## config.mk

```make
export PLATFORM = sky130hd
export DESIGN_NAME = dual_stream_aligner
export DESIGN_NICKNAME = d
export VERILOG_FILES = /design/src/rtl/dfdd_pkg.sv /design/src/rtl/dfdd_sync_fifo.sv /design/src/rtl/dual_stream_aligner.sv
export SDC_FILE = /design/constraint.sdc
export NUM_CORES = 1
export LEC_CHECK = 0
export BUFFER_PORTS_ARGS = -buffer_cell sky130_fd_sc_hd__clkbuf_2
export CORE_AREA = 2 2 219 221
export CTS_BUF_LIST = sky130_fd_sc_hd__clkbuf_8 sky130_fd_sc_hd__clkbuf_16
export DETAILED_ROUTE_END_ITERATION = 16
export DIE_AREA = 0 0 221 223
export GPL_ROUTABILITY_DRIVEN = 1
export PLACE_DENSITY_LB_ADDON = 0.1
export SYNTH_ARGS = -nofsm -noshare
export SYNTH_HDL_FRONTEND = slang
export SYNTH_SLANG_ARGS = --single-unit
```

## constraint.sdc

```tcl
create_clock -name clk_i -period 5.15 [get_ports clk_i]
set_input_delay 1.03 -clock clk_i [delete_from_list [all_inputs] [get_ports clk_i]]
set_output_delay 1.03 -clock clk_i [all_outputs]
set_load 0.005 [all_outputs]
```

## src/rtl/dfdd_pkg.sv

```systemverilog
// Shared FP16 field constants, types and the flush-to-zero sanitiser for the DFDD front-end.
package dfdd_pkg;

    localparam int unsigned EXP_WIDTH_DEF  = 5;
    localparam int unsigned FRAC_WIDTH_DEF = 10;
    localparam int unsigned FP16_WIDTH     = 1 + EXP_WIDTH_DEF + FRAC_WIDTH_DEF;
    localparam int unsigned FRAC_MSB       = FRAC_WIDTH_DEF - 1;
    localparam int unsigned EXP_LSB        = FRAC_WIDTH_DEF;
    localparam int unsigned EXP_MSB        = EXP_LSB + EXP_WIDTH_DEF - 1;
    localparam int unsigned COORD_WIDTH    = 16;

    typedef logic [FP16_WIDTH-1:0]  fp16_t;
    typedef logic [COORD_WIDTH-1:0] coord_t;

    // Zero exponent (subnormal or signed zero) and all-ones exponent (NaN/Inf) both map to +0.
    function automatic fp16_t ftz_sanitize(input fp16_t x);
        logic [EXP_WIDTH_DEF-1:0] exp_f;
        fp16_t                    res;
        exp_f = x[EXP_MSB:EXP_LSB];
        res   = x;
        if ((exp_f == '0) || (exp_f == '1)) begin
            res = '0;
        end
        return res;
    endfunction

endpackage

```

## src/rtl/dfdd_sync_fifo.sv

```systemverilog
// Single-clock FIFO with registered count/full/empty flags and a combinational head read.
module dfdd_sync_fifo #(
    parameter  int unsigned DATA_WIDTH = 16,
    parameter  int unsigned DEPTH      = 16,
    localparam int unsigned AW         = (DEPTH > 1) ? $clog2(DEPTH) : 1,
    localparam int unsigned CW         = AW + 1
) (
    input  logic                  clk_i,
    input  logic                  rst_i,
    input  logic                  push_i,
    input  logic [DATA_WIDTH-1:0] data_i,
    input  logic                  pop_i,
    output logic [DATA_WIDTH-1:0] head_c_o,
    output logic                  full_o,
    output logic                  empty_o,
    output logic [CW-1:0]         count_o
);

    logic [DATA_WIDTH-1:0] mem_q [DEPTH];
    logic [AW-1:0]         wr_ptr_q, wr_ptr_d;
    logic [AW-1:0]         rd_ptr_q, rd_ptr_d;
    logic [CW-1:0]         count_q, count_d;
    logic                  full_q, full_d;
    logic                  empty_q, empty_d;
    logic                  push_ok, pop_ok;

    assign push_ok = push_i & ~full_q;
    assign pop_ok  = pop_i & ~empty_q;

    always_comb begin
        wr_ptr_d = wr_ptr_q;
        rd_ptr_d = rd_ptr_q;
        count_d  = count_q + CW'(push_ok) - CW'(pop_ok);
        if (push_ok) begin
            wr_ptr_d = wr_ptr_q + AW'(1);
        end
        if (pop_ok) begin
            rd_ptr_d = rd_ptr_q + AW'(1);
        end
        full_d  = (count_d == CW'(DEPTH));
        empty_d = (count_d == '0);
    end

    always_ff @(posedge clk_i or negedge rst_i) begin
        if (!rst_i) begin
            wr_ptr_q <= '0;
            rd_ptr_q <= '0;
            count_q  <= '0;
            full_q   <= 1'b0;
            empty_q  <= 1'b1;
        end else begin
            wr_ptr_q <= wr_ptr_d;
            rd_ptr_q <= rd_ptr_d;
            count_q  <= count_d;
            full_q   <= full_d;
            empty_q  <= empty_d;
        end
    end

    // Storage carries no reset; entries are only read once written.
    always_ff @(posedge clk_i) begin
        if (push_ok) begin
            mem_q[wr_ptr_q] <= data_i;
        end
    end

    assign head_c_o = mem_q[rd_ptr_q];
    assign full_o   = full_q;
    assign empty_o  = empty_q;
    assign count_o  = count_q;

endmodule

```

## src/rtl/dual_stream_aligner.sv

```systemverilog
// Buffers the I_A and I_T streams, pops them in lockstep and tags each pair with raster col/row.
// Define DFDD_ALIGNER_FTZ_EN to flush subnormals, NaN/Inf and negative zero to +0 on the pop path.
module dual_stream_aligner
    import dfdd_pkg::*;
#(
    parameter  int unsigned IMAGE_WIDTH  = 640,
    parameter  int unsigned IMAGE_HEIGHT = 480,
    parameter  int unsigned FIFO_DEPTH   = 16,
    parameter  int unsigned EXP_WIDTH    = EXP_WIDTH_DEF,
    parameter  int unsigned FRAC_WIDTH   = FRAC_WIDTH_DEF,
    localparam int unsigned FP_WIDTH_REG = 1 + EXP_WIDTH + FRAC_WIDTH
) (
    input  logic                    clk_i,
    input  logic                    rst_i,
    input  logic [FP_WIDTH_REG-1:0] a_data_i,
    input  logic                    a_valid_i,
    output logic                    a_ready_o,
    input  logic [FP_WIDTH_REG-1:0] t_data_i,
    input  logic                    t_valid_i,
    output logic                    t_ready_o,
    output logic [FP_WIDTH_REG-1:0] i_a_o,
    output logic [FP_WIDTH_REG-1:0] i_t_o,
    output logic [15:0]             col_o,
    output logic [15:0]             row_o,
    output logic                    valid_o,
    output logic                    frame_done_o,
    output logic                    overflow_o
);

    localparam int unsigned CW       = ((FIFO_DEPTH > 1) ? $clog2(FIFO_DEPTH) : 1) + 1;
    localparam coord_t      LAST_COL = coord_t'(IMAGE_WIDTH - 1);
    localparam coord_t      LAST_ROW = coord_t'(IMAGE_HEIGHT - 1);

    logic [FP_WIDTH_REG-1:0] a_head, t_head;
    logic                    a_full, t_full, a_empty, t_empty;
    logic [CW-1:0]           a_count, t_count;
    logic                    a_push, t_push, pop;
    logic                    unused_cnt_c;

    logic [FP_WIDTH_REG-1:0] i_a_q, i_a_d, i_t_q, i_t_d;
    coord_t                  col_q, col_d, row_q, row_d;
    coord_t                  col_out_q, col_out_d, row_out_q, row_out_d;
    logic                    valid_q, valid_d;
    logic                    frame_done_q, frame_done_d;
    logic                    overflow_q, overflow_d;

    assign a_ready_o    = ~a_full;
    assign t_ready_o    = ~t_full;
    assign a_push       = a_valid_i & ~a_full;
    assign t_push       = t_valid_i & ~t_full;
    assign pop          = ~a_empty & ~t_empty;
    assign unused_cnt_c = ^{a_count, t_count};

    dfdd_sync_fifo #(.DATA_WIDTH(FP_WIDTH_REG), .DEPTH(FIFO_DEPTH)) u_a_fifo (
        .clk_i    (clk_i),
        .rst_i    (rst_i),
        .push_i   (a_push),
        .data_i   (a_data_i),
        .pop_i    (pop),
        .head_c_o (a_head),
        .full_o   (a_full),
        .empty_o  (a_empty),
        .count_o  (a_count)
    );

    dfdd_sync_fifo #(.DATA_WIDTH(FP_WIDTH_REG), .DEPTH(FIFO_DEPTH)) u_t_fifo (
        .clk_i    (clk_i),
        .rst_i    (rst_i),
        .push_i   (t_push),
        .data_i   (t_data_i),
        .pop_i    (pop),
        .head_c_o (t_head),
        .full_o   (t_full),
        .empty_o  (t_empty),
        .count_o  (t_count)
    );

    // Pop path: load the pair and the pre-increment coordinates, then advance the raster.
    always_comb begin
        i_a_d        = i_a_q;
        i_t_d        = i_t_q;
        col_d        = col_q;
        row_d        = row_q;
        col_out_d    = col_out_q;
        row_out_d    = row_out_q;
        valid_d      = 1'b0;
        frame_done_d = 1'b0;
        overflow_d   = overflow_q | (a_valid_i & a_full) | (t_valid_i & t_full);
        if (pop) begin
`ifdef DFDD_ALIGNER_FTZ_EN
            i_a_d = FP_WIDTH_REG'(ftz_sanitize(fp16_t'(a_head)));
            i_t_d = FP_WIDTH_REG'(ftz_sanitize(fp16_t'(t_head)));
`else
            i_a_d = a_head;
            i_t_d = t_head;
`endif
            valid_d   = 1'b1;
            col_out_d = col_q;
            row_out_d = row_q;
            if (col_q == LAST_COL) begin
                col_d = '0;
                if (row_q == LAST_ROW) begin
                    row_d        = '0;
                    frame_done_d = 1'b1;
                end else begin
                    row_d = row_q + coord_t'(1);
                end
            end else begin
                col_d = col_q + coord_t'(1);
            end
        end
    end

    always_ff @(posedge clk_i or negedge rst_i) begin
        if (!rst_i) begin
            i_a_q        <= '0;
            i_t_q        <= '0;
            col_q        <= '0;
            row_q        <= '0;
            col_out_q    <= '0;
            row_out_q    <= '0;
            valid_q      <= 1'b0;
            frame_done_q <= 1'b0;
            overflow_q   <= 1'b0;
        end else begin
            i_a_q        <= i_a_d;
            i_t_q        <= i_t_d;
            col_q        <= col_d;
            row_q        <= row_d;
            col_out_q    <= col_out_d;
            row_out_q    <= row_out_d;
            valid_q      <= valid_d;
            frame_done_q <= frame_done_d;
            overflow_q   <= overflow_d;
        end
    end

    assign i_a_o        = i_a_q;
    assign i_t_o        = i_t_q;
    assign col_o        = col_out_q;
    assign row_o        = row_out_q;
    assign valid_o      = valid_q;
    assign frame_done_o = frame_done_q;
    assign overflow_o   = overflow_q;

endmodule

```

==> impl_metrics.toml <==
[outcome]
status = "finished, final reports clean"

[timing]
hold_violations = 0
slew_violations = 0
final.min_clock_period_ps = 2968
worstMarginPinSlew_ps = 971.8
rsz0062_at_grt = "no"
setup_viol = 0
relSlewSlack_pct = 35.21
tns_ps = 0
setup_ws_ps = 2182
fin_crit_sh_pct = 57.64
fmax_mhz = 336.9
skew_ps = 20.35

[clock_tree]
cts_buffer_depth = 3
cts_tree = "built"
clk_latency_ps = 600
root_buffer = "clkbuf_16"
clkTransAtPathRegs_ps = 60
cts.sinks = 641
numCtsBuffers = 66
hold_buffers = 0
cts_resized = 0
cts_setup_buffers = 0
cts_htree_levels = 3

[route]
firstDrtPassIters = 5
drt_first_iter_violations = 1332
drc = 0
routed_wirelength_mm = 58.89
via_per_inst = 5.807
ant_nets = 0
vias = 14290
wl_per_cell_um = 23.94

[global_routing]
antenna_found_initial = 2
gr-usage-met2_pct = 37.08
grt-ovfl-total = 0
grt_pass1_vias = 14220
grt_max_degree = 76
grt_pass1_wl_mm = 87.86
grtUsageMet3_pct = 5.097
busiest_layer = "met2"
met1_usage_pct = 34.19
grt_usage_pct = 23.98

[synthesis]
synth_top_area_share_pct = 60.25
yosys.area.top_type = "edfxtp_1"
ys.flop_type = "edfxtp_1"
yosysSeqAreaShare_pct = 72.91
syn-num-nets = 1750
synth_edf_count = 512
syn-instance-count = 1690
synth_area_leaders = "edfxtp_1 (60%), dfrtp_1 (12%), mux2i_1 (10%)"
synth-warning-count = 0
synth_area_um2 = 25520
synthArstFlopShare_pct = 20.12
avgSynthCellArea_um2 = 15.10
synth_seq_cells = 641
ys_types = 49

[finish]
fin_nets = 1853
drive_gt1_share_pct = 14.20
fillers = 3525
final_cells = 2460
area_growth_pct = 12.94
n_antenna_cell = 0

[floorplan]
fp.dieArea_um2 = 49280
io_pins = 105
core-area_um2 = 47150
std_cell_rows = 80
die_h_um = 223
fp.dieW_um = 221
start_util_pct = 54.13

[critical_path]
arrival_ps = 3450
cp_max_fo = 27
worstSetupStartpoint = "u_a_fifo.empty_o$_DFF_PN1_"
critPathKind = "flip-flop to flip-flop"
cp_data_required_time_ps = 5630
rr_startpoint = "u_a_fifo.empty_o$_DFF_PN1_"
cp-start-kind = "flip-flop"
worstSetupEndpointType = "flip-flop"

[placement]
placed_cells = 2340
port_buffers = 104
dp_hpwl_mm = 36.30
gp_congestion = 0.7868
place_ws_ps = 2160

[pwr]
pwr_density_cell_nw_per_um2 = 594.3
vdd_drop_max_v = 0.0003521
p_leak_uw = 0.01109

[hold_path]
hp-class = "primary input to async pin"

[flow_run]
drv_cap = 0
-- cells in the final DEF (no fill, tap or decap), drive strengths merged, types with 22 or more instances in the layout --
cell type	netlist	layout
nor2	31	31
dfrtp	127	127
nand2	212	212
nand3	107	107
edfxtp	512	512
buf	42	26
inv	27	45
xnor2	24	24
a21oi	70	70
ha	22	22
mux2i	258	258
clkbuf	52	182
a22oi	64	64
-- cell families after synthesis --
| group | count (synthesis) | share of synthesized area (%) |
|---|---|---|
| compound gates | 165 | 4.114 |
| xor+xnor | 38 | 1.304 |
| fa+ha+maj | 24 | 1.236 |
| buf+inv | 122 | 2.035 |
| flops | 641 | 72.91 |
| mux | 259 | 10.16 |
| simple gates | 441 | 8.237 |
-- layout make-up --
cell class / count / area (um^2) / area share, %
Inverter: 28 / 106.4 / 0.3690
Sequential cell: 641 / 18610 / 64.58
Multi-Input combinational cell: 927 / 6456 / 22.40
Clock inverter: 41 / 249.0 / 0.8639
Timing Repair Buffer: 129 / 739.5 / 2.566
Tap cell: 615 / 769.5 / 2.670
Clock buffer: 79 / 1887 / 6.547
-- worst max-delay path, stage by stage, from the launching register on --
cell      delay [ps]
dfstp_2          560
or2_4            130
clkinv_2         320
ha_1             420
inv_1             60
ha_1             150
inv_1             60
fa_1             420
nor2b_1          130
o21ai_0          130
and3_1           230
nor4_1           260
-- power by group --
group | leakage (uW) | internal, uW | switching [uW]
logic | 0.00371 | 1960 | 3550
registers | 0.00625 | 6410 | 559
clock network | 0.00112 | 2740 | 1910
-- through the flow --
step	hold slack [ps]	utilization [%]	total power [uW]	area, um^2
after floorplan	451.5	-	10560	25520
after global placement	458.5	56.60	12520	26680
after detailed placement	463.6	56.60	12600	26680
after CTS	336.9	61.13	17250	28820
after global routing	370.8	61.13	18000	28820
final	357.7	61.13	17130	28820
-- Yosys cell counts, drive strengths merged (5+ instances only) --
cell type and instances:
mux2i 258, and2 21, xnor2 24, dfrtp 127
and4 5, ha 22, nand2 212, o21ai 12
inv 27, nor4 9, and3 6, nor3 11
clkbuf 52, a22oi 64, nand4 14, nand3 107
a21oi 70, a211o 5, edfxtp 512, xor2 14
nor2b 7, buf 42, or3 5, nor2 31
-- worst paths after layout --
| check | to | slack (ps) | depth (start not counted) |
|---|---|---|---|
| max | u_a_fifo.full_o$_DFF_PN0_ | 2180 | 11 |
| min | i_t_o[7]$_DFFE_PN0P_ | 360 | 1 |
| max reg2reg | u_a_fifo.full_o$_DFF_PN0_ | 2180 | 11 |
| min reg2reg | col_o[5]$_DFFE_PN0P_ | 470 | 2 |
| max in group asynchronous | i_a_o[3]$_DFFE_PN0P_ | 3680 | 2 |
| min in group clk_i | col_o[5]$_DFFE_PN0P_ | 470 | 2 |
-- state kept, by name, summed over array words and instances (netlist names), 16 cells and up --
name / cells
col_q: 16
u_t_fifo.mem_q: 256
i_t_o: 16
u_a_fifo.mem_q: 256
row_q: 16
row_o: 16
i_a_o: 16
col_o: 16
-- routing by layer --
| layer | routed length (um) | vias to the layer above |
|---|---|---|
| li1 | - | 6519 |
| met1 | 26180 | 7308 |
| met2 | 27570 | 368 |
| met3 | 3718 | 86 |
| met4 | 1401 | 4 |
| met5 | 20 | - |
No activity file was read; power rests on OpenSTA's default activity.
